File: src/rtl/spi_master_tx.sv
// SPI master serializer (CPOL=0, MSB first, CS-framed) feeding the OLEDrgb SPI receiver.
// Optional macro SPI_BURST_EN: back-to-back words share one CS frame and one spi_done pulse.
module spi_master_tx #(
  parameter int DATA_WIDTH = 8,
  parameter int CLK_DIV    = 2
) (
  input  logic                  clk_i,
  input  logic                  rst_i,
  input  logic [DATA_WIDTH-1:0] data_i,
  input  logic                  valid_i,
  output logic                  ready_o,
  output logic                  CS,
  output logic                  SCK,
  output logic                  MOSI,
  output logic                  spi_done,
  output logic                  busy
);
  localparam int               DIV_W    = $clog2(CLK_DIV + 1);
  localparam logic [DIV_W-1:0] DIV_LAST = DIV_W'(CLK_DIV - 1);
  localparam logic [3:0]       BIT_LAST = 4'(DATA_WIDTH - 1);

  typedef enum logic [2:0] {IDLE, SETUP, SHIFT, HOLD, DONE} state_t;

  state_t                state_q, state_d;
  logic [DIV_W-1:0]      div_q, div_d;
  logic [3:0]            bit_q, bit_d;
  logic [DATA_WIDTH-1:0] sh_q, sh_d;
  logic                  sck_d, mosi_d, ready_d;
  logic                  div_end, last_bit, take;

  assign div_end  = (div_q == DIV_LAST);
  assign last_bit = (bit_q == BIT_LAST);
  assign take     = valid_i && ready_o;

  always_comb begin
    state_d = state_q;
    div_d   = div_q;
    bit_d   = bit_q;
    sh_d    = sh_q;
    sck_d   = 1'b0;
    mosi_d  = MOSI;
    case (state_q)
      IDLE: if (take) begin
        state_d = SETUP;
        div_d   = '0;
        sh_d    = data_i;
        mosi_d  = data_i[DATA_WIDTH-1];
      end
      SETUP: if (div_end) begin
        state_d = SHIFT;
        div_d   = '0;
        bit_d   = '0;
        sck_d   = 1'b1;
      end else begin
        div_d = div_q + 1'b1;
      end
      SHIFT: begin
        // SCK register doubles as the high/low phase flag; MOSI moves only after a low phase
        if (!div_end) begin
          div_d = div_q + 1'b1;
          sck_d = SCK;
        end else if (SCK) begin
          div_d = '0;
        end else if (!last_bit) begin
          div_d  = '0;
          bit_d  = bit_q + 4'd1;
          sh_d   = sh_q << 1;
          mosi_d = sh_q[DATA_WIDTH-2];
          sck_d  = 1'b1;
        end
`ifdef SPI_BURST_EN
        else if (take) begin
          div_d  = '0;
          bit_d  = '0;
          sh_d   = data_i;
          mosi_d = data_i[DATA_WIDTH-1];
          sck_d  = 1'b1;
        end
`endif
        else begin
          state_d = HOLD;
          div_d   = '0;
        end
      end
      HOLD: if (div_end) begin
        state_d = DONE;
        div_d   = '0;
      end else begin
        div_d = div_q + 1'b1;
      end
      DONE:    state_d = IDLE;
      default: state_d = IDLE;
    endcase

    ready_d = (state_d == IDLE);
`ifdef SPI_BURST_EN
    // open the handshake for the final cycle of the last bit's low phase
    if (state_d == SHIFT && !sck_d && bit_d == BIT_LAST && div_d == DIV_LAST)
      ready_d = 1'b1;
`endif
  end

  always_ff @(posedge clk_i) begin
    if (rst_i) begin
      state_q  <= IDLE;
      div_q    <= '0;
      bit_q    <= '0;
      sh_q     <= '0;
      CS       <= 1'b1;
      SCK      <= 1'b0;
      MOSI     <= 1'b0;
      spi_done <= 1'b0;
      busy     <= 1'b0;
      ready_o  <= 1'b1;
    end else begin
      state_q  <= state_d;
      div_q    <= div_d;
      bit_q    <= bit_d;
      sh_q     <= sh_d;
      CS       <= !(state_d inside {SETUP, SHIFT, HOLD});
      SCK      <= sck_d;
      MOSI     <= mosi_d;
      spi_done <= (state_d == DONE);
      busy     <= (state_d != IDLE);
      ready_o  <= ready_d;
    end
  end
endmodule

File: config.mk
export PLATFORM = sky130hd
export DESIGN_NAME = spi_master_tx
export DESIGN_NICKNAME = d
export VERILOG_FILES = /design/src/rtl/spi_master_tx.sv
export SDC_FILE = /design/constraint.sdc
export NUM_CORES = 1
export LEC_CHECK = 0
export ABC_CLOCK_PERIOD_IN_PS = 2200
export BUFFER_PORTS_ARGS = -buffer_cell sky130_fd_sc_hd__clkbuf_2
export CAP_MARGIN = 30
export CORE_UTILIZATION = 43
export DETAILED_ROUTE_END_ITERATION = 16
export MAX_ROUTING_LAYER = met4
export SETUP_SLACK_MARGIN = 0.15
export SYNTH_ARGS = -nofsm -noshare
export SYNTH_HDL_FRONTEND = slang
export SYNTH_SLANG_ARGS = --single-unit
File: constraint.sdc
create_clock -name clk_i -period 2.2 [get_ports clk_i]
set_input_delay 0.22 -clock clk_i [delete_from_list [all_inputs] [get_ports clk_i]]
set_output_delay 0.22 -clock clk_i [all_outputs]
set_load 0.02 [all_outputs]
=== Word level (Yosys, flattened, before mapping) ===
Index checks and enable logic that the tools add are counted.

* Register bits: 22
* Bits in latches: 0
* Bits in writable memories: 0
* ROM bits: 0
* Input port bits: 11
* Output and inout port bits: 6
* Word-level logic and storage cells: 69
* Memories: 0

* $add $sub $neg: 2
* Multipliers: 0
* Divide/modulo/power cells: 0
* Order comparisons: 0
* Eq/ne operators: 14
* Shift operators: 0
* Muxes and demuxes: 30
* Bitwise gates (word level): 0
* Reductions and logical operators: 13

{| class="wikitable"
|+ Operators by type and width
! cell !! number
|-
| $mux W7 || 4
|-
| $mux W3 || 6
|-
| $mux W4 || 4
|-
| $pmux W7 S2 || 1
|-
| $eq A3 B2 Y1 const B || 4
|-
| $pmux W3 S4 || 1
|-
| $ne A2 B2 Y1 const B || 5
|-
| $reduce_and A5 Y1 || 2
|-
| $mux W1 || 8
|-
| $pmux W4 S2 || 1
|-
| $eq A3 B1 Y1 const B || 2
|-
| $logic_not A3 Y1 || 2
|-
| $reduce_bool A2 Y1 || 3
|-
| $reduce_bool A3 Y1 || 2
|-
| $add A4 B1 Y4 const B || 1
|-
| $eq A4 B3 Y1 const B || 1
|-
| $mux W2 || 2
|-
| $pmux W1 S2 || 2
|-
| $pmux W2 S2 || 1
|-
| $eq A3 B3 Y1 const B || 1
|-
| $reduce_or A3 Y1 || 1
|-
| $add A2 B1 Y2 const B || 1
|-
| $eq A2 B1 Y1 const B || 1
|-
| $reduce_and A2 Y1 || 1
|-
| other kinds (2) || 2
|}

=== Logic depth before layout (Yosys ltp) ===
Gate-level depths: netlist (run 1).

* Word-level depth: 8
* Mapped depth: 7
* Gate-level depth less buffers: 5

=== Worst setup path before layout (run 1) ===
OpenSTA, ideal clock, no wires.

* Path type: register -> register
* Start point: register state_q[2]
* End point: register MOSI
* Library setup time: 0.116 ns
* Arrival time: 1.599 ns
* Data required time: 2.084 ns
* Slack: 0.486 ns
* Cell stages (with the launch flop): 8
* Buffers on the path: 3
* Period minus slack after synthesis: 1.714 ns
* Path through: dfxtp_1 > buf_6 > or2_1 > or3_1 > buf_6 > and2_4 > buf_6 > a31o_1

* Longest elaborated chain between the ends: 3
* Elaborated cells between the ends (all ways): 9
* Classes of those cells: eq/ne: 5; mux: 1; reduce/logical: 3

{| class="wikitable"
|+ RTL lines
! element !! RTL line !! source
|-
| from (decl) || 24 || <nowiki>state_t state_q, state_d;</nowiki>
|-
| from (signal assigned) || 116 || <nowiki>state_q <= state_d;</nowiki>
|-
| $eq A3 B2 Y1 / $logic_not A3 Y1 (equally long branches) || 42 || <nowiki>case (state_q)</nowiki>
|-
| $ne A2 B2 Y1 (no source line) / $reduce_bool A2 Y1 (equally long branches) || n/a ||
|-
| $reduce_and A5 Y1 (no source line) || n/a ||
|-
| to (signal assigned) || 122 || <nowiki>MOSI <= mosi_d;</nowiki>
|-
| to (decl) || 14 || <nowiki>output logic MOSI,</nowiki>
|}

Parallel ways exist; a longest one is shown, timed or not.
A chain may end at the register's enable or synchronous reset.

=== Final worst setup path (run 1) ===
* Start point: register state_q[2]
* End point: register sh_q[2]

* Longest elaborated chain between the ends: 3
* Elaborated cells between the ends (all ways): 9
* Classes of those cells: eq/ne: 5; mux: 1; reduce/logical: 3

{| class="wikitable"
|+ RTL lines
! element !! RTL line !! source
|-
| $eq A3 B2 Y1 / $logic_not A3 Y1 (equally long branches) || 42 ||
|-
| $ne A2 B2 Y1 (no source line) / $reduce_bool A2 Y1 (equally long branches) || n/a ||
|-
| $reduce_and A5 Y1 (no source line) || n/a ||
|-
| to (signal assigned) || 108 || <nowiki>sh_q <= '0;</nowiki>
|-
| to (signal assigned) || 119 || <nowiki>sh_q <= sh_d;</nowiki>
|-
| to (decl) || 27 || <nowiki>logic [DATA_WIDTH-1:0] sh_q, sh_d;</nowiki>
|}

Parallel ways exist; a longest one is shown, timed or not.

==> results of run 1 <==
## layer usage
metal	global-route usage [%]	share of wire, %	vias to the layer above	wire length, um
met5	-	0	-	0
met2	27.4	48	17	1030
li1	-	-	463	-
met3	2.59	3.3	2	71
met4	10.1	0.23	0	5
met1	22.1	49	411	1060
## metrics by stage
stage               setup WS [ps]  area (um2)  hold WS (ps)  cells  power (mW)
floorplan                     486        1120           450    118       0.606
global placement              404        1180           460    156       0.636
detailed placement            347        1180           464    156       0.639
CTS                           320        1220           295    160       0.857
global route                  219        1220           301    160       0.901
finish                        331        1220           297    160       0.846
## cells in the final DEF, fill, tap and decap left out, types with 2 or more instances in the layout
cell type                   netlist  final
sky130_fd_sc_hd__a2111oi_2        7      7
sky130_fd_sc_hd__nand2b_1         3      3
sky130_fd_sc_hd__nand3b_1         2      2
sky130_fd_sc_hd__nor3b_1          4      4
sky130_fd_sc_hd__nor2_1          19     19
sky130_fd_sc_hd__clkbuf_4         0      3
sky130_fd_sc_hd__xor2_1           2      2
sky130_fd_sc_hd__a21o_1           2      2
sky130_fd_sc_hd__nand2_1          4      4
sky130_fd_sc_hd__nor3_1           3      3
sky130_fd_sc_hd__a31o_1           8      8
sky130_fd_sc_hd__dfxtp_1         22     22
sky130_fd_sc_hd__and3_1           3      3
sky130_fd_sc_hd__nor3b_2          2      2
sky130_fd_sc_hd__nand4_1          2      2
sky130_fd_sc_hd__a21oi_1          5      5
sky130_fd_sc_hd__clkbuf_2         0     16
## final timing paths
kind / slack, ps / depth (start not counted) / from / end
setup / recovery: 330 / 4 / state_q[2] / sh_q[2]
hold / removal: 300 / 4 / valid_i / div_q[1]
setup reg to reg: 330 / 4 / state_q[2] / sh_q[2]
hold reg to reg: 490 / 1 / sh_q[5] / sh_q[5]
## cells in the mapped netlist, types with 2 or more instances
| cell | n |
|---|---|
| sky130_fd_sc_hd__a2111oi_2 | 7 |
| sky130_fd_sc_hd__a21o_1 | 2 |
| sky130_fd_sc_hd__a21oi_1 | 5 |
| sky130_fd_sc_hd__a31o_1 | 8 |
| sky130_fd_sc_hd__and3_1 | 3 |
| sky130_fd_sc_hd__buf_6 | 3 |
| sky130_fd_sc_hd__clkbuf_1 | 4 |
| sky130_fd_sc_hd__dfxtp_1 | 22 |
| sky130_fd_sc_hd__nand2_1 | 4 |
| sky130_fd_sc_hd__nand2b_1 | 3 |
| sky130_fd_sc_hd__nand3b_1 | 2 |
| sky130_fd_sc_hd__nand4_1 | 2 |
| sky130_fd_sc_hd__nor2_1 | 19 |
| sky130_fd_sc_hd__nor3_1 | 3 |
| sky130_fd_sc_hd__nor3b_1 | 4 |
| sky130_fd_sc_hd__nor3b_2 | 2 |
| sky130_fd_sc_hd__xor2_1 | 2 |
## state kept, by name (all words and copies together) (netlist names)
name and count:
sh_q 7, bit_q 4, state_q 3, div_q 2
CS 1, MOSI 1, SCK 1, busy 1
ready_o 1, spi_done 1
## where the power goes
part | switching (mW) | internal (mW) | leakage (nW)
logic | 0.100 | 0.0720 | 0.296
clock network | 0.115 | 0.101 | 0.0210
registers | 0.0250 | 0.432 | 0.180
## logic make-up (layout without fill, tap and decap cells)
group           after synthesis  after routing  share of synthesized area, %
simple gates                 53             53                          27.5
compound gates               29             29                          23.9
flops                        22             22                          39.4
buf+inv                      10             22                          5.49
xor+xnor                      2              2                          1.57
fa+ha+maj                     1              1                          1.12
mux                           1              1                          1.01
## area by class of cell
| type | instances | area [um2] |
|---|---|---|
| tap | 30 | 37.5 |
| multi-input combinational | 86 | 616 |
| clock buffer | 4 | 36.3 |
| inverter | 1 | 3.75 |
| sequential | 22 | 440 |
| fill | 218 | 1230 |
| timing repair buffer | 17 | 87.6 |
## critical path, stage by stage (launching register included)
cell	delay (ps)
sky130_fd_sc_hd__dfxtp_1	410
sky130_fd_sc_hd__or2_1	270
sky130_fd_sc_hd__or3_1	550
sky130_fd_sc_hd__a2111oi_2	440
sky130_fd_sc_hd__a31o_1	140
==> results.txt, run 1 <==
----------------------------------------------------
[Timing]
  Fmax ... 535 MHz
  Hold Vio Cnt, Final ... 0
  Final clock skew ... 4.07 ps
  Tightest Pin Transition ... 468 ps
  Final setup violation count ... 0
  Final critical-path share of the clock period ... 85.0%
  Setup Total Neg Slack ... 0 ps
  Relative max-transition margin ... 68.8%
  Final Critical Period ... 1870 ps
  RSZ-0062 raised after global routing ... false
  Max Transition Viols Final ... 0

[Finish]
  Final design utilization ... 49.7%
  Growth of design area from synthesis to finish ... 9.29%
  Share of cells above drive strength 1 ... 26.2%
  Final net count ... 143
  Count of antenna diodes in the layout ... 0

[Synth]
  Primary flip-flop cell chosen by synthesis mapping ... sky130_fd_sc_hd__dfxtp_1
  Number of instances in the synthesized netlist ... 118
  Post-Syn Nets ... 130
  #FFs+latches synth ... 22
  Synth Warn # ... 0
  Syn Area/Cell ... 9.47 um2
  Proportion of synthesized chip area in sequential cells ... 39.4%
  Distinct cells, synth ... 40
  Post-synth top area share ... 39.4%
  Leading area contributor after synthesis ... sky130_fd_sc_hd__dfxtp_1
  Post-synthesis async set-or-reset flop share ... 0%
  Post-synthesis cell area ... 1120 um2
  Area contributors post-synth ... sky130_fd_sc_hd__dfxtp_1 (39%), sky130_fd_sc_hd__a2111oi_2 (9.4%), sky130_fd_sc_hd__nor2_1 (6.4%), sky130_fd_sc_hd__a31o_1 (6.3%), sky130_fd_sc_hd__buf_6 (3.0%)
  EDFF count, synth ... 0

[Clock network]
  Post-CTS Repair Setup Buffers ... 0
  Insertion delay to the later sink of the worst-skew pair ... 300 ps
  TritonCTS clock tree ... built
  Number of resized instances in the post-cts repair step ... 0
  Hold Buf Count CTS ... 0
  Deepest clock path buffer count ... 2
  Clock root buffer ... sky130_fd_sc_hd__clkbuf_4
  Total clock buffers created by CTS ... 3
  Number of sinks handled by clock tree synthesis ... 22
  Post-CTS clock slew at the launch and capture registers of the worst setup and hold paths ... 120 ps
  Number of levels the H-tree was split into ... 1

[Min path]
  Worst min-delay path class ... in2reg

[Floorplanning]
  Number of top-level pins ... 17
  Starting density of the core ... 45.5%
  Chip Height ... 53.0 um
  Floorplan row count ... 18
  Die area ... 2810 um2
  Width of the chip ... 53.0 um
  CORE AREA ... 2450 um2

[Global route]
  Number of global-route vias before repair ... 798
  Overall fraction of global-route tracks in use ... 17.8%
  Number of antenna violations at the first check in global routing ... 0
  Total overflow reported by the global router ... 0
  Wire length of the first global-routing pass ... 3.48 mm
  Largest net degree at the start of global routing ... 19

[Status]
  Result of the run ... finished clean

[Placed design]
  Placed wire-length estimate ... 1.53 mm
  Final estimated routing congestion in global placement ... 0.762
  Number of buffer cells added on primary ports ... 16

[Detailed routing]
  Antenna viol nets, final ... 0
  Ratio of routed vias to standard cells ... 5.58
  First DRT Iteration DRCs ... 24
  Wirelength per Cell ... 13.6 um
  TritonRoute pass-1 iters ... 4
  Wirelength, routed ... 2.18 mm
  Via total after detailed routing ... 893
  DRC violations left ... 0

[Setup path]
  Critical path data required time ... 2450 ps
  Crit path launch type ... flip-flop
  Highest fanout seen on the critical path ... 10
  Arrival time of data at the critical path endpoint ... 2120 ps
  Endpoint type of the worst setup path ... flip-flop
  Crit Path Category ... reg2reg

[Power and ir drop]
  Peak VDD IR ... 0.391 mV
  PD cells ... 692 nW/um2
  Leakage ... 0.497 nW

[Job]
  Number of violations of the max-capacitance limit ... 0

----------------------------------------------------
Note: power is estimated with default switching activity, not from simulation.
==> inputs of run 2 (changes only) <==
--- a/config.mk
+++ b/config.mk
@@ -5,12 +5,13 @@
 export SDC_FILE = /design/constraint.sdc
 export NUM_CORES = 1
 export LEC_CHECK = 0
-export ABC_CLOCK_PERIOD_IN_PS = 2200
+export ABC_CLOCK_PERIOD_IN_PS = 1650
 export BUFFER_PORTS_ARGS = -buffer_cell sky130_fd_sc_hd__clkbuf_2
 export CAP_MARGIN = 30
 export CORE_UTILIZATION = 43
 export DETAILED_ROUTE_END_ITERATION = 16
 export MAX_ROUTING_LAYER = met4
+export PLACE_DENSITY = 0.66
 export SETUP_SLACK_MARGIN = 0.15
 export SYNTH_ARGS = -nofsm -noshare
 export SYNTH_HDL_FRONTEND = slang
==> constraint.sdc (replaced) <==
create_clock -name clk_i -period 1.65 [get_ports clk_i]
set_input_delay 0.165 -clock clk_i [delete_from_list [all_inputs] [get_ports clk_i]]
set_output_delay 0.165 -clock clk_i [all_outputs]
set_load 0.02 [all_outputs]
==> run 2 against run 1 <==
Against the previous run: non-clock buffer count rose by 13; die area is the same; critical path type unchanged; clock power increased by 37%; via count is 8.8% higher; worst setup slack got worse by 230 ps; register-to-register slack worse by 230 ps; combinational power is 100% higher; critical path depth increased by 1.
==> results.txt, run 2 (synthesis results as in run 1) <==
----------------------------------------------------
[Status]
  Result of the run ... finished clean

[Global route]
  Total overflow reported by the global router ... 0
  Number of global-route vias before repair ... 984
  Overall fraction of global-route tracks in use ... 21.6%
  Number of antenna violations at the first check in global routing ... 0
  Largest net degree at the start of global routing ... 15
  Wire length of the first global-routing pass ... 4.35 mm

[Clock network]
  Post-CTS clock slew at the launch and capture registers of the worst setup and hold paths ... 120 ps
  Deepest clock path buffer count ... 2
  Number of sinks handled by clock tree synthesis ... 22
  TritonCTS clock tree ... built
  Clock root buffer ... sky130_fd_sc_hd__clkbuf_4
  Total clock buffers created by CTS ... 3
  Hold Buf Count CTS ... 0
  Number of levels the H-tree was split into ... 1
  Insertion delay to the later sink of the worst-skew pair ... 300 ps

[Finish]
  Post-Layout Cell Count ... 173
  Final net count ... 156
  Share of cells above drive strength 1 ... 44.1%
  Flip-flop and latch area ... 447 um2
  Leading registers by flop count ... sh_q: 7 flops, bit_q: 4 flops, state_q: 3 flops
  Growth of design area from synthesis to finish ... 34.0%
  Flip-flop count of the largest register, all copies and words added ... 7
  Multi-input gate area in the final layout ... 766 um2
  Largest Register ... sh_q
  Commonest non-fill, non-tap cells in the layout ... sky130_fd_sc_hd__dfxtp_1 (17), sky130_fd_sc_hd__clkbuf_2 (16), sky130_fd_sc_hd__nor2_1 (12)
  Number of filler instances in the final layout ... 199
  Most frequent standard cell in the layout excluding fill and tap cells ... sky130_fd_sc_hd__dfxtp_1
  Count of antenna diodes in the layout ... 0

[Power and ir drop]
  Sw frac ... 30.1%
  Net Switching ... 0.376 mW
  Peak VDD IR ... 0.590 mV
  Total internal power ... 0.875 mW
  PD cells ... 835 nW/um2
  Leakage ... 0.571 nW
  Proportion of power drawn by the clock network ... 23.7%
  Share of total power in sequential cells ... 48.4%
  Part of the total power dissipated in combinational logic ... 27.9%

[Floorplanning]
  CORE AREA ... 2450 um2
  Number of top-level pins ... 17
  Floorplan row count ... 18
  Die area ... 2810 um2
  Starting density of the core ... 45.5%
  Width of the chip ... 53.0 um
  Chip Height ... 53.0 um

[Setup path]
  End of the worst register-to-register path ... sh_q[1]
  Worst reg2reg path depth ... 5
  Stage delay of the slowest cell on the critical path ... 360 ps
  Largest delay share family, worst path ... simple AND/OR/NAND/NOR gates
  Crit path launch type ... flip-flop
  Critical path launch point ... state_q[2]
  Master of the slowest instance on the critical path ... sky130_fd_sc_hd__or3_4
  Arrival time of data at the critical path endpoint ... 1810 ps
  Setup slack of the most critical reg-to-reg path ... 100 ps
  Endpoint type of the worst setup path ... flip-flop
  Cells traversed along the worst timing path ... or2_1, or3_4, buf_8, a2111oi_4, a31o_1
  Cell count along the critical path ... 5
  Crit Path Category ... reg2reg
  Number of buffers and inverters on the critical path ... 1
  Critical path data required time ... 1910 ps
  Crit path to ... sh_q[1]
  Reg-to-reg critical path startpoint ... state_q[2]
  Highest fanout seen on the critical path ... 5

[Placed design]
  Placed Instances ... 165
  Worst setup timing slack at the placement stage ... 7.19 ps
  Placed wire-length estimate ... 1.61 mm
  Number of buffer cells added on primary ports ... 16
  Final estimated routing congestion in global placement ... 0.709

[Timing]
  Relative max-transition margin ... 66.7%
  RSZ-0062 raised after global routing ... true
  Hold Vio Cnt, Final ... 0
  Tightest Pin Transition ... 500 ps
  Final Critical Period ... 1550 ps
  Final worst-path setup slack ... 99.9 ps
  Fmax ... 645 MHz
  Final clock skew ... 2.40 ps
  Final critical-path share of the clock period ... 93.9%
  Setup Total Neg Slack ... 0 ps
  Final setup violation count ... 0
  Max Transition Viols Final ... 0

[Min path]
  WHS Path Cells ... 4
  Worst min-delay path class ... in2reg

[Detailed routing]
  Via total after detailed routing ... 972
  DRC violations left ... 0
  TritonRoute pass-1 iters ... 4
  First DRT Iteration DRCs ... 20
  Antenna viol nets, final ... 0
  Ratio of routed vias to standard cells ... 5.62
  Wirelength, routed ... 2.46 mm
  Wirelength per Cell ... 14.2 um

[Job]
  Number of violations of the max-capacitance limit ... 0

----------------------------------------------------
-- run 2: cell types whose count changed in the layout (fill, tap and decap cells not counted), moves of 4 or more --
cell / before / now
sky130_fd_sc_hd__nor2_2: 0 / 6
sky130_fd_sc_hd__a2111oi_4: 0 / 7
sky130_fd_sc_hd__nor2_1: 19 / 12
sky130_fd_sc_hd__a2111oi_2: 7 / 0
sky130_fd_sc_hd__dfxtp_2: 0 / 5
sky130_fd_sc_hd__dfxtp_1: 22 / 17
sky130_fd_sc_hd__buf_4: 1 / 9
sky130_fd_sc_hd__buf_6: 0 / 4
-- run 2: worst min-delay path by stage --
stage	start	endpoint
2_1_floorplan	valid_i	div_q[1]
3_3_place_gp	MOSI	MOSI
3_5_place_dp	sh_q[2]	sh_q[2]
4_1_cts	valid_i	div_q[1]
5_1_grt	valid_i	div_q[1]
6_report	valid_i	div_q[1]
-- run 2: what timing repair did --
item / CTS / global route
cloned: 1 / 0
endpoints found under the setup margin: 8 / 14
pin swaps: 12 / 1
setup buffers: 3 / 0
resized for setup: 30 / 2
-- run 2: area by class of cell --
type / count / share of cell area, %
multi-input combinational: 86 / 51.1
sequential: 22 / 29.8
timing repair buffer: 30 / 13.9
tap: 30 / 2.51
clock buffer: 4 / 2.42
inverter: 1 / 0.251
-- run 2: metal layers --
layer  vias up  track usage, %  share of wire (%)  wire [um]
met5         -               -                  0          0
met4         0            6.58               0.61         15
met3         2            2.59                1.6         40
met2         9            39.9                 51       1250
met1       476            24.0                 47       1160
li1        485               -                  -          -
-- run 2: tightest hold or removal path: stages --
cell                       delay [ps]
sky130_fd_sc_hd__clkbuf_2          90
sky130_fd_sc_hd__nand3_1           70
sky130_fd_sc_hd__a21oi_1          130
sky130_fd_sc_hd__nor3b_1           50
-- run 2: through the flow --
stage          total power, mW  util (%)  hold slack [ps]  instance area [um2]
5_1_grt                   1.32      61.0              261                 1500
6_report                  1.25      61.0              234                 1500
3_5_place_dp             0.880      51.1              479                 1250
3_3_place_gp             0.874      51.1              472                 1250
4_1_cts                   1.25      60.3              222                 1480
2_1_floorplan            0.814         -              436                 1130
-- run 2: power by group through the flow --
stage / combinational [mW] / clock (mW) / sequential [mW]
final: 0.349 / 0.296 / 0.606
after floorplan: 0.178 / 0 / 0.635
after global placement: 0.264 / 0 / 0.609
after detailed placement: 0.270 / 0 / 0.610
after global routing: 0.381 / 0.328 / 0.612
after CTS: 0.340 / 0.306 / 0.604
